--- config.mk ---
export PLATFORM = sky130hd
export DESIGN_NAME = rxtx_switch_sequencer
export DESIGN_NICKNAME = d
export VERILOG_FILES = /design/src/rtl/stm32_if_pkg.sv /design/src/rtl/seq_timer.sv /design/src/rtl/rxtx_switch_sequencer.sv
export SDC_FILE = /design/constraint.sdc
export NUM_CORES = 1
export LEC_CHECK = 0
export CAP_MARGIN = 20
export CORE_MARGIN = 2
export CORE_UTILIZATION = 60
export CTS_CLUSTER_SIZE = 8
export DETAILED_ROUTE_END_ITERATION = 8
export GPL_TIMING_DRIVEN = 0
export PLACE_DENSITY = 0.83
export SYNTH_ARGS = -nofsm -noshare
export SYNTH_HDL_FRONTEND = slang
export SYNTH_SLANG_ARGS = --single-unit
--- constraint.sdc ---
create_clock -name clk_in -period 5.1 [get_ports clk_in]
set_input_delay 1.275 -clock clk_in [delete_from_list [all_inputs] [get_ports clk_in]]
set_output_delay 1.275 -clock clk_in [all_outputs]
set_load 0.02 [all_outputs]
--- src/rtl/stm32_if_pkg.sv ---
// Shared definitions for the RX/TX sequencer and the STM32 bus interface:
// state encoding, NCO frequency word width and its power-on default.
package stm32_if_pkg;

   localparam int unsigned FREQ_W = 22;
   localparam logic [FREQ_W-1:0] FREQ_DEFAULT = 22'd620407;

   localparam int unsigned TMR_W  = 16;
   localparam int unsigned WDOG_W = 24;

   typedef enum logic [2:0] {
      StRx       = 3'd0,
      StRxMute   = 3'd1,
      StTxSettle = 3'd2,
      StTx       = 3'd3,
      StTxDrain  = 3'd4,
      StRxSettle = 3'd5
   } seq_state_e;

   // Transitional states, where the RF path is being reconfigured.
   function automatic logic is_busy(input seq_state_e s);
      return (s == StRxMute) || (s == StTxSettle) || (s == StTxDrain) || (s == StRxSettle);
   endfunction

endpackage

--- src/rtl/seq_timer.sv ---
// Loadable down-counter; holds at zero and flags it. Drives the mute/settle
// dwell times of the sequencer.
module seq_timer #(
   parameter int unsigned W = 16
) (
   input  logic         clk_in,
   input  logic         reset_in,
   input  logic         load,
   input  logic [W-1:0] load_val,
   output logic         zero
);

   logic [W-1:0] cnt_q;

   always_ff @(posedge clk_in or posedge reset_in) begin
      if (reset_in) begin
         cnt_q <= '0;
      end else if (load) begin
         cnt_q <= load_val;
      end else if (cnt_q != '0) begin
         cnt_q <= cnt_q - W'(1);
      end
   end

   assign zero = (cnt_q == '0);

endmodule

--- src/rtl/rxtx_switch_sequencer.sv ---
// RX/TX antenna-switch sequencer: mutes, switches and settles the RF path
// around transmit, applies frequency updates only in stable states, TX watchdog.
module rxtx_switch_sequencer
   import stm32_if_pkg::*;
#(
   parameter int unsigned MUTE_CYCLES   = 16,
   parameter int unsigned SETTLE_CYCLES = 64,
   parameter int unsigned TX_TIMEOUT    = 4800000
) (
   input  logic              clk_in,
   input  logic              reset_in,
   input  logic              params_valid,
   input  logic              tx_req,
   input  logic              preamp_req,
   input  logic [FREQ_W-1:0] freq_req,
   output logic              rx,
   output logic              tx,
   output logic              preamp_enable,
   output logic [FREQ_W-1:0] freq_out,
   output logic              rx_mute,
   output logic              tx_iq_en,
   output logic              busy,
   output logic              timeout_flag,
   output logic [2:0]        state_debug
);

   localparam logic [TMR_W-1:0]  MUTE_LD   = TMR_W'(MUTE_CYCLES - 1);
   localparam logic [TMR_W-1:0]  SETTLE_LD = TMR_W'(SETTLE_CYCLES - 1);
   localparam logic [WDOG_W-1:0] WDOG_LAST = WDOG_W'(TX_TIMEOUT - 1);

   seq_state_e        state_q, state_d;
   logic              tx_lat_q, pre_lat_q, pre_lat_d;
   logic [FREQ_W-1:0] freq_pend_q;
   logic              pend_q;
   logic [WDOG_W-1:0] wdog_q;
   logic              tmr_load, tmr_zero;
   logic [TMR_W-1:0]  tmr_val;
   logic              wdog_refresh, wdog_expire, flag_clear;
   logic              stable_q, stable_d;

   seq_timer #(
      .W (TMR_W)
   ) u_timer (
      .clk_in   (clk_in),
      .reset_in (reset_in),
      .load     (tmr_load),
      .load_val (tmr_val),
      .zero     (tmr_zero)
   );

   always_comb begin
      wdog_refresh = params_valid & tx_req;
      flag_clear   = params_valid & ~tx_req;
      wdog_expire  = (state_q == StTx) && (wdog_q == WDOG_LAST) && !wdog_refresh;
      pre_lat_d    = params_valid ? preamp_req : pre_lat_q;
      state_d      = state_q;
      tmr_load     = 1'b0;
      tmr_val      = MUTE_LD;
      case (state_q)
         StRx: begin
            if (tx_lat_q && !timeout_flag) begin
               state_d  = StRxMute;
               tmr_load = 1'b1;
            end
         end
         StRxMute: begin
            if (tmr_zero) begin
               state_d  = StTxSettle;
               tmr_load = 1'b1;
               tmr_val  = SETTLE_LD;
            end
         end
         StTxSettle: begin
            if (!tx_lat_q) begin
               state_d  = StRxSettle;
               tmr_load = 1'b1;
               tmr_val  = SETTLE_LD;
            end else if (tmr_zero) begin
               state_d = StTx;
            end
         end
         StTx: begin
            if (!tx_lat_q || wdog_expire) begin
               state_d  = StTxDrain;
               tmr_load = 1'b1;
            end
         end
         StTxDrain: begin
            if (tmr_zero) begin
               state_d  = StRxSettle;
               tmr_load = 1'b1;
               tmr_val  = SETTLE_LD;
            end
         end
         StRxSettle: begin
            if (tmr_zero) begin
               state_d = StRx;
            end
         end
         default: state_d = StRx;
      endcase
      stable_q = (state_q == StRx) || (state_q == StTx);
      stable_d = (state_d == StRx) || (state_d == StTx);
   end

   always_ff @(posedge clk_in or posedge reset_in) begin
      if (reset_in) begin
         state_q       <= StRx;
         tx_lat_q      <= 1'b0;
         pre_lat_q     <= 1'b0;
         freq_pend_q   <= '0;
         pend_q        <= 1'b0;
         wdog_q        <= '0;
         timeout_flag  <= 1'b0;
         rx            <= 1'b1;
         tx            <= 1'b0;
         preamp_enable <= 1'b0;
         freq_out      <= FREQ_DEFAULT;
         rx_mute       <= 1'b0;
         tx_iq_en      <= 1'b0;
         busy          <= 1'b0;
         state_debug   <= 3'd0;
      end else begin
         state_q   <= state_d;
         pre_lat_q <= pre_lat_d;
         if (params_valid) begin
            tx_lat_q    <= tx_req;
            freq_pend_q <= freq_req;
         end

         // Frequency changes land only in RX/TX; a strobe on the entry edge beats the pending word.
         if (stable_q) begin
            if (params_valid) freq_out <= freq_req;
            pend_q <= 1'b0;
         end else if (stable_d) begin
            if (params_valid) begin
               freq_out <= freq_req;
            end else if (pend_q) begin
               freq_out <= freq_pend_q;
            end
            pend_q <= 1'b0;
         end else if (params_valid) begin
            pend_q <= 1'b1;
         end

         if ((state_q == StTx) && (state_d == StTx)) begin
            wdog_q <= wdog_refresh ? '0 : wdog_q + WDOG_W'(1);
         end else begin
            wdog_q <= '0;
         end

         if (flag_clear) begin
            timeout_flag <= 1'b0;
         end else if (wdog_expire) begin
            timeout_flag <= 1'b1;
         end

         rx            <= (state_d == StRx) || (state_d == StRxMute) || (state_d == StRxSettle);
         tx            <= (state_d == StTxSettle) || (state_d == StTx) || (state_d == StTxDrain);
         rx_mute       <= (state_d != StRx);
         tx_iq_en      <= (state_d == StTx);
         busy          <= is_busy(state_d);
         preamp_enable <= ((state_d == StRx) || (state_d == StRxMute)) & pre_lat_d;
         state_debug   <= state_d;
      end
   end

endmodule

; Word level (Yosys, flattened, before mapping)
; Index checks and enable logic that the tools add are counted.
[totals]
register_bits = 97
[op_classes]
addsub = 2
eq_ne = 13
muxes = 31
bitwise_logic = 4
reduce_logical = 28
[ops]
columns = operator, count
row1 = 2-to-1 mux 22 bit, 5
row2 = 2-to-1 mux 24 bit, 2
row3 = 2-to-1 mux 16 bit, 2
row4 = adder 24 x 1 -> 24 bit (second input constant), 1
row5 = equality test 24 x 23 -> 1 bit (second input constant), 1
row6 = 2-to-1 mux 3 bit, 7
row7 = one-hot mux 3 bit (6 select lines), 1
row8 = logical NOT 16 bit, 1
row9 = nonzero test 16 bit, 1
row10 = subtractor 16 x 1 -> 16 bit (second input constant), 1
row11 = equality test 3 x 2 -> 1 bit (second input constant), 4
row12 = equality test 3 bit (second input constant), 4
row13 = 2-to-1 mux 6 bit, 2
row14 = one-hot mux 6 bit (2 select lines), 1
row15 = logical OR 1 bit, 10
row16 = 2-to-1 mux 1 bit, 10
row17 = equality test 3 x 1 -> 1 bit (second input constant), 2
row18 = logical NOT 3 bit, 2
row19 = nonzero test 2 bit, 3
row20 = nonzero test 3 bit, 2
row21 = logical AND 1 bit, 4
row22 = one-hot mux 1 bit (4 select lines), 1
row23 = AND 1 bit, 3
row24 = logical NOT 1 bit, 3
row25 = other kinds (5), 5

; Depth between registers and ports, before layout
[depth]
depth_word = 10
ltp_mapped = 12

; Cells and area by module
; From an unflattened synthesis, not the netlist that was laid out.
[unflattened]
cells_unflattened = 428
area_unflattened_um2 = 4860.9
[by_module_without_submodules]
columns = mod, n_inst, cells_per_inst, area_each_um2
row1 = rxtx_switch_sequencer, 1, 326, 3867.5
row2 = seq_timer, 1, 102, 993.5

; Least setup slack after synthesis
; OpenSTA, ideal clock, no wires.
[synth_timing]
kind = input to register
from = input port tx_req
to = register freq_out[11]
setup_time_ns = 0.127
arrival_ns = 2.872
t_required_ns = 4.973
setup_slack_ns = 2.100
path_stages = 9
n_path_buf = 2
cell_sequence = nand2_1 nand3_1 o41ai_1 or2_2 and2_1 buf_4 mux2i_4 buf_6 mux2_1
[synth_between]
elab_chain_len = 10
elab_cells_between_ends = 12
classes_between = eq/ne: 2 / mux: 2 / bitwise: 1 / reduce/logical: 7
[synth_lines]
columns = element, line
row1 = from (decl), rxtx_switch_sequencer.sv:13  ; input logic tx_req,
row2 = AND 1 bit (*), rxtx_switch_sequencer.sv:52  ; wdog_refresh = params_valid & tx_req;
row3 = logical NOT 1 bit (*), rxtx_switch_sequencer.sv:54  ; wdog_expire = (state_q == StTx) && (wdog_q == WDOG_LAST) && !wdog_refresh;
row4 = logical AND 1 bit (*), rxtx_switch_sequencer.sv:54
row5 = logical OR 1 bit (*), rxtx_switch_sequencer.sv:83  ; if (!tx_lat_q || wdog_expire) begin
row6 = 2-to-1 mux 3 bit (*), rxtx_switch_sequencer.sv:83
row7 = one-hot mux 3 bit (6 select lines) (*), rxtx_switch_sequencer.sv:59  ; case (state_q)
row8 = equality test 3 x 2 -> 1 bit or logical NOT 3 bit (tied branches), rxtx_switch_sequencer.sv:103  ; stable_d = (state_d == StRx) || (state_d == StTx);
row9 = logical OR 1 bit (*), rxtx_switch_sequencer.sv:103
row10 = inequality test 3 bit (no source line) or nonzero test 2 bit (tied branches), n/a
row11 = AND reduction 3 bit (no source line) (*), n/a
row12 = to (signal assigned), rxtx_switch_sequencer.sv:133  ; if (params_valid) freq_out <= freq_req;
row13 = to (signal assigned), rxtx_switch_sequencer.sv:137  ; freq_out <= freq_req;
row14 = to (signal assigned), rxtx_switch_sequencer.sv:139  ; freq_out <= freq_pend_q;
row15 = to (decl), rxtx_switch_sequencer.sv:19  ; output logic [FREQ_W-1:0] freq_out,
; Mark *: on every way between the ends. The rest lies on a longest branch, timed or not.
; A chain may end at the register's enable or synchronous reset.

; Final worst setup path
[layout_timing]
from = input port params_valid
to = register freq_out[17]
[layout_between]
elab_chain_len = 10
elab_cells_between_ends = 16
classes_between = eq/ne: 3 / mux: 5 / bitwise: 1 / reduce/logical: 7
[layout_lines]
columns = element, line
row1 = from (decl), rxtx_switch_sequencer.sv:12  ; input logic params_valid,
row2 = AND 1 bit, rxtx_switch_sequencer.sv:52
row3 = logical NOT 1 bit, rxtx_switch_sequencer.sv:54
row4 = logical AND 1 bit, rxtx_switch_sequencer.sv:54
row5 = logical OR 1 bit, rxtx_switch_sequencer.sv:83
row6 = 2-to-1 mux 3 bit, rxtx_switch_sequencer.sv:83
row7 = one-hot mux 3 bit (6 select lines), rxtx_switch_sequencer.sv:59
row8 = equality test 3 x 2 -> 1 bit or logical NOT 3 bit (tied branches), rxtx_switch_sequencer.sv:103
row9 = logical OR 1 bit, rxtx_switch_sequencer.sv:103
row10 = inequality test 3 bit (no source line) or nonzero test 2 bit (tied branches), n/a
row11 = AND reduction 3 bit (no source line), n/a
; Parallel ways exist; a longest one is shown, timed or not. The select of a mux whose other input is x is not followed.

==> flow_metrics.env <==
export IMPL_startpoint_type="primary input"
export IMPL_power_total_mw=2.52
export IMPL_io_buffers=58
export IMPL_synth_net_count=429
export IMPL_cellPowerDensity_nw_per_um2=454
export IMPL_final_antenna_net_count=0
export IMPL_synth_distinct_cells=52
export IMPL_first_pass_iters=4
export IMPL_layout_area_overhead_vs_synth_pct=19.8
export IMPL_cp_data_required_time_ns=5.36
export IMPL_synth_yosys_seq_area_share_pct=52.9
export IMPL_syn_inst=400
export IMPL_clk_latency_ns=0.37
export IMPL_synth_top_family_by_area="multiplexers"
export IMPL_hold_viol=0
export IMPL_final_setup_viol_count=0
export IMPL_vdd_drop_max_uv=330
export IMPL_cts_resized_gates=0
export IMPL_cap_violations=0
export IMPL_power_frac_clock_pct=18.1
export IMPL_crit_arrival_ns=3.69
export IMPL_tritoncts="built"
export IMPL_seqPwrFrac_pct=44.3
export IMPL_num_antenna_cells=0
export IMPL_hpwl_um=6040
export IMPL_synth_xor_area_share_pct=6.62
export IMPL_cp_max_fo=10
export IMPL_row_count=32
export IMPL_skew_ns=0.0115
export IMPL_clk_pin_slew_ns=0.10
export IMPL_cts_buffer_depth=2
export IMPL_cts_buffers_inserted=9
export IMPL_place_congestion=0.892
export IMPL_grt_pass1_vias=3248
export IMPL_yosysWarnings=0
export IMPL_grt_max_degree=62
export IMPL_synthAdderAreaFrac_pct=0.541
export IMPL_p_sw_mw=0.856
export IMPL_nFillCells=528
export IMPL_antenna_found_initial=0
export IMPL_drt_iter0_drc=228
export IMPL_fmax_ghz=0.292
export IMPL_synth_edf_count=0
export IMPL_hp_class="register to register"
export IMPL_root_buffer="clkbuf_8"
export IMPL_status="finished clean"
export IMPL_final_nets=499
export IMPL_crit_type="primary input to register"
export IMPL_maxSlewViolCount=0
export IMPL_finalCriticalPeriod_ns=3.43
export IMPL_grtUsageTotal_pct=21.9
export IMPL_die_w_um=91.8
export IMPL_leakagePower_nw=2.23
export IMPL_combPwrFrac_pct=37.5
export IMPL_tightest_slew_ns=0.599
export IMPL_endpoint_kind="register"
export IMPL_overflow=0
export IMPL_synth_simple_area_share_pct=15.3
export IMPL_period_share_pct=67.3
export IMPL_synth_main_ff_cell="dfrtp_1"
export IMPL_routed_wl_um=8570
export IMPL_place_area_sq_um=5370
export IMPL_synthMuxAreaShare_pct=17.2
export IMPL_holdBufCountCts=0
export IMPL_fin_tns_setup_ns=0
export IMPL_slew_headroom_pct=60.1
export IMPL_grt_pass1_wl_um=14800
export IMPL_drc=0
export IMPL_die_h_um=91.8
export IMPL_vias=3162
export IMPL_layout_drive_gt1_share_pct=20.8
export IMPL_start_util_pct=60.8
export IMPL_dieArea_sq_um=8430
export IMPL_async_reset_ff_share_pct=100
export IMPL_synth_compound_area_share_pct=4.54
export IMPL_wl_per_cell_um=14.8
export IMPL_core_region_area_sq_um=7610
export IMPL_rsz0062_at_grt="false"
export IMPL_post_cts_setup_buffers=0
export IMPL_htreeDepth=3
export IMPL_ys_ff_latch=97
export IMPL_ios=59
export IMPL_internal_power_mw=1.66
export IMPL_syn_cell_area_sq_um=4630
export IMPL_postSynthAreaPerCell_sq_um=11.6
export IMPL_routed_via_density=5.48
export IMPL_cts_sinks=97
export IMPL_switching_share_pct=34.0
export IMPL_final_cell_area_sq_um=5550
-- final timing paths --
check | startpoint | endpoint | slack, ns | cells after the start
hold reg to reg | freq_out[7]$_DFFE_PP0P_ | freq_out[7]$_DFFE_PP0P_ | 0.49 | 1
max in group asynchronous | reset_in | rx$_DFF_PP1_ | 3.11 | 3
setup reg to reg | u_timer.cnt_q[0]$_DFFE_PP0P_ | freq_out[15]$_DFFE_PP0P_ | 2.00 | 12
min in group asynchronous | reset_in | freq_pend_q[16]$_DFFE_PP0P_ | 1.28 | 2
hold / removal | freq_out[7]$_DFFE_PP0P_ | freq_out[7]$_DFFE_PP0P_ | 0.49 | 1
setup / recovery | params_valid | freq_out[17]$_DFFE_PP0P_ | 1.67 | 6
-- kinds of logic after synthesis --
group / after synthesis
adder cells (fa/ha/maj): 2
AO/OA/AOI/OAI: 33
AND/OR/NAND/NOR: 135
buffers and inverters: 28
multiplexers: 70
XOR/XNOR: 35
flip-flops: 97
-- layer usage --
| layer | part of all wire (%) | wire length [um] | GRT usage, % |
|---|---|---|---|
| met1 | 42 | 3620 | 27.0 |
| met2 | 51 | 4380 | 37.6 |
| met3 | 5.2 | 449 | 6.98 |
| met4 | 1.3 | 114 | 5.35 |
| met5 | 0 | 0 | 0 |
-- worst max-delay path, cell delays in order --
cell and delay (ns):
clkdlybuf4s50_1 0.49, clkbuf_1 0.43, clkbuf_1 0.49, mux2_2 0.41, mux2_2 0.28, mux2_1 0.30
-- final cells by class --
class / instances / area, sq um / area share (%)
tap: 102 / 128 / 2.30
sequential: 97 / 2450 / 44.1
buffer: 16 / 91.3 / 1.65
inverter: 12 / 47.5 / 0.857
clock buffer: 10 / 128 / 2.30
timing repair buffer: 59 / 608 / 11.0
multi-input combinational: 275 / 2050 / 36.9
clock inverter: 6 / 52.6 / 0.947
-- power groups by stage --
| stage | Clock, mW | Combinational [mW] | Sequential [mW] |
|---|---|---|---|
| 5_1_grt | 0.498 | 1.03 | 1.14 |
| 2_1_floorplan | 0 | 0.493 | 1.24 |
| 6_report | 0.457 | 0.946 | 1.12 |
| 3_3_place_gp | 0 | 0.926 | 1.12 |
| 4_1_cts | 0.468 | 0.961 | 1.12 |
| 3_5_place_dp | 0 | 0.955 | 1.13 |
-- through the flow --
stage / utilization, % / hold slack [ns] / instances / setup WS (ns)
4_1_cts: 72.9 / 0.497 / 577 / 1.66
6_report: 72.9 / 0.492 / 577 / 1.67
2_1_floorplan: - / 0.448 / 400 / 1.32
3_3_place_gp: 70.1 / 0.463 / 560 / -0.0853
5_1_grt: 72.9 / 0.523 / 577 / 1.56
3_5_place_dp: 70.5 / 0.475 / 561 / 1.25
-- Yosys cell counts, drive strengths merged, types with 3 or more instances --
cell type,instances,area (sq um)
or3,7,50.1
xor2,15,131
nor2,51,194
clkbuf,10,47.5
nor4,6,65.1
and2,4,25.0
nor2b,3,18.8
buf,6,43.8
nand3,11,55.1
and4,3,26.3
mux2i,3,42.5
nand2,23,86.3
a21oi,14,77.6
or4,3,22.5
mux2,67,754
nand4,6,43.8
nor3,5,25.0
inv,12,45.0
xnor2,20,175
and3,5,31.3
dfrtp,82,2050
o21ai,7,35.0
dfstp,15,394
-- placed cells by master, fill, tap and decap left out, drive strengths merged, types with 3 or more instances in the layout --
cell type / Yosys / layout
dfrtp: 82 / 82
mux2: 67 / 67
clkdlybuf4s50: 0 / 58
nor2: 51 / 51
nand2: 23 / 23
xnor2: 20 / 20
clkbuf: 10 / 20
xor2: 15 / 15
dfstp: 15 / 15
a21oi: 14 / 14
inv: 12 / 14
nand3: 11 / 11
o21ai: 7 / 7
or3: 7 / 7
buf: 6 / 7
nand4: 6 / 6
nor4: 6 / 6
nor3: 5 / 5
and3: 5 / 5
and2: 4 / 4
nor2b: 3 / 3
and4: 3 / 3
or4: 3 / 3
mux2i: 3 / 3
-- flip-flops by register name, summed over array words and instances (netlist names), 3 cells and up --
signal         cells
state_q            3
freq_out          22
u_timer.cnt_q     16
freq_pend_q       22
wdog_q            24
Power figures use the tool's default switching activity.
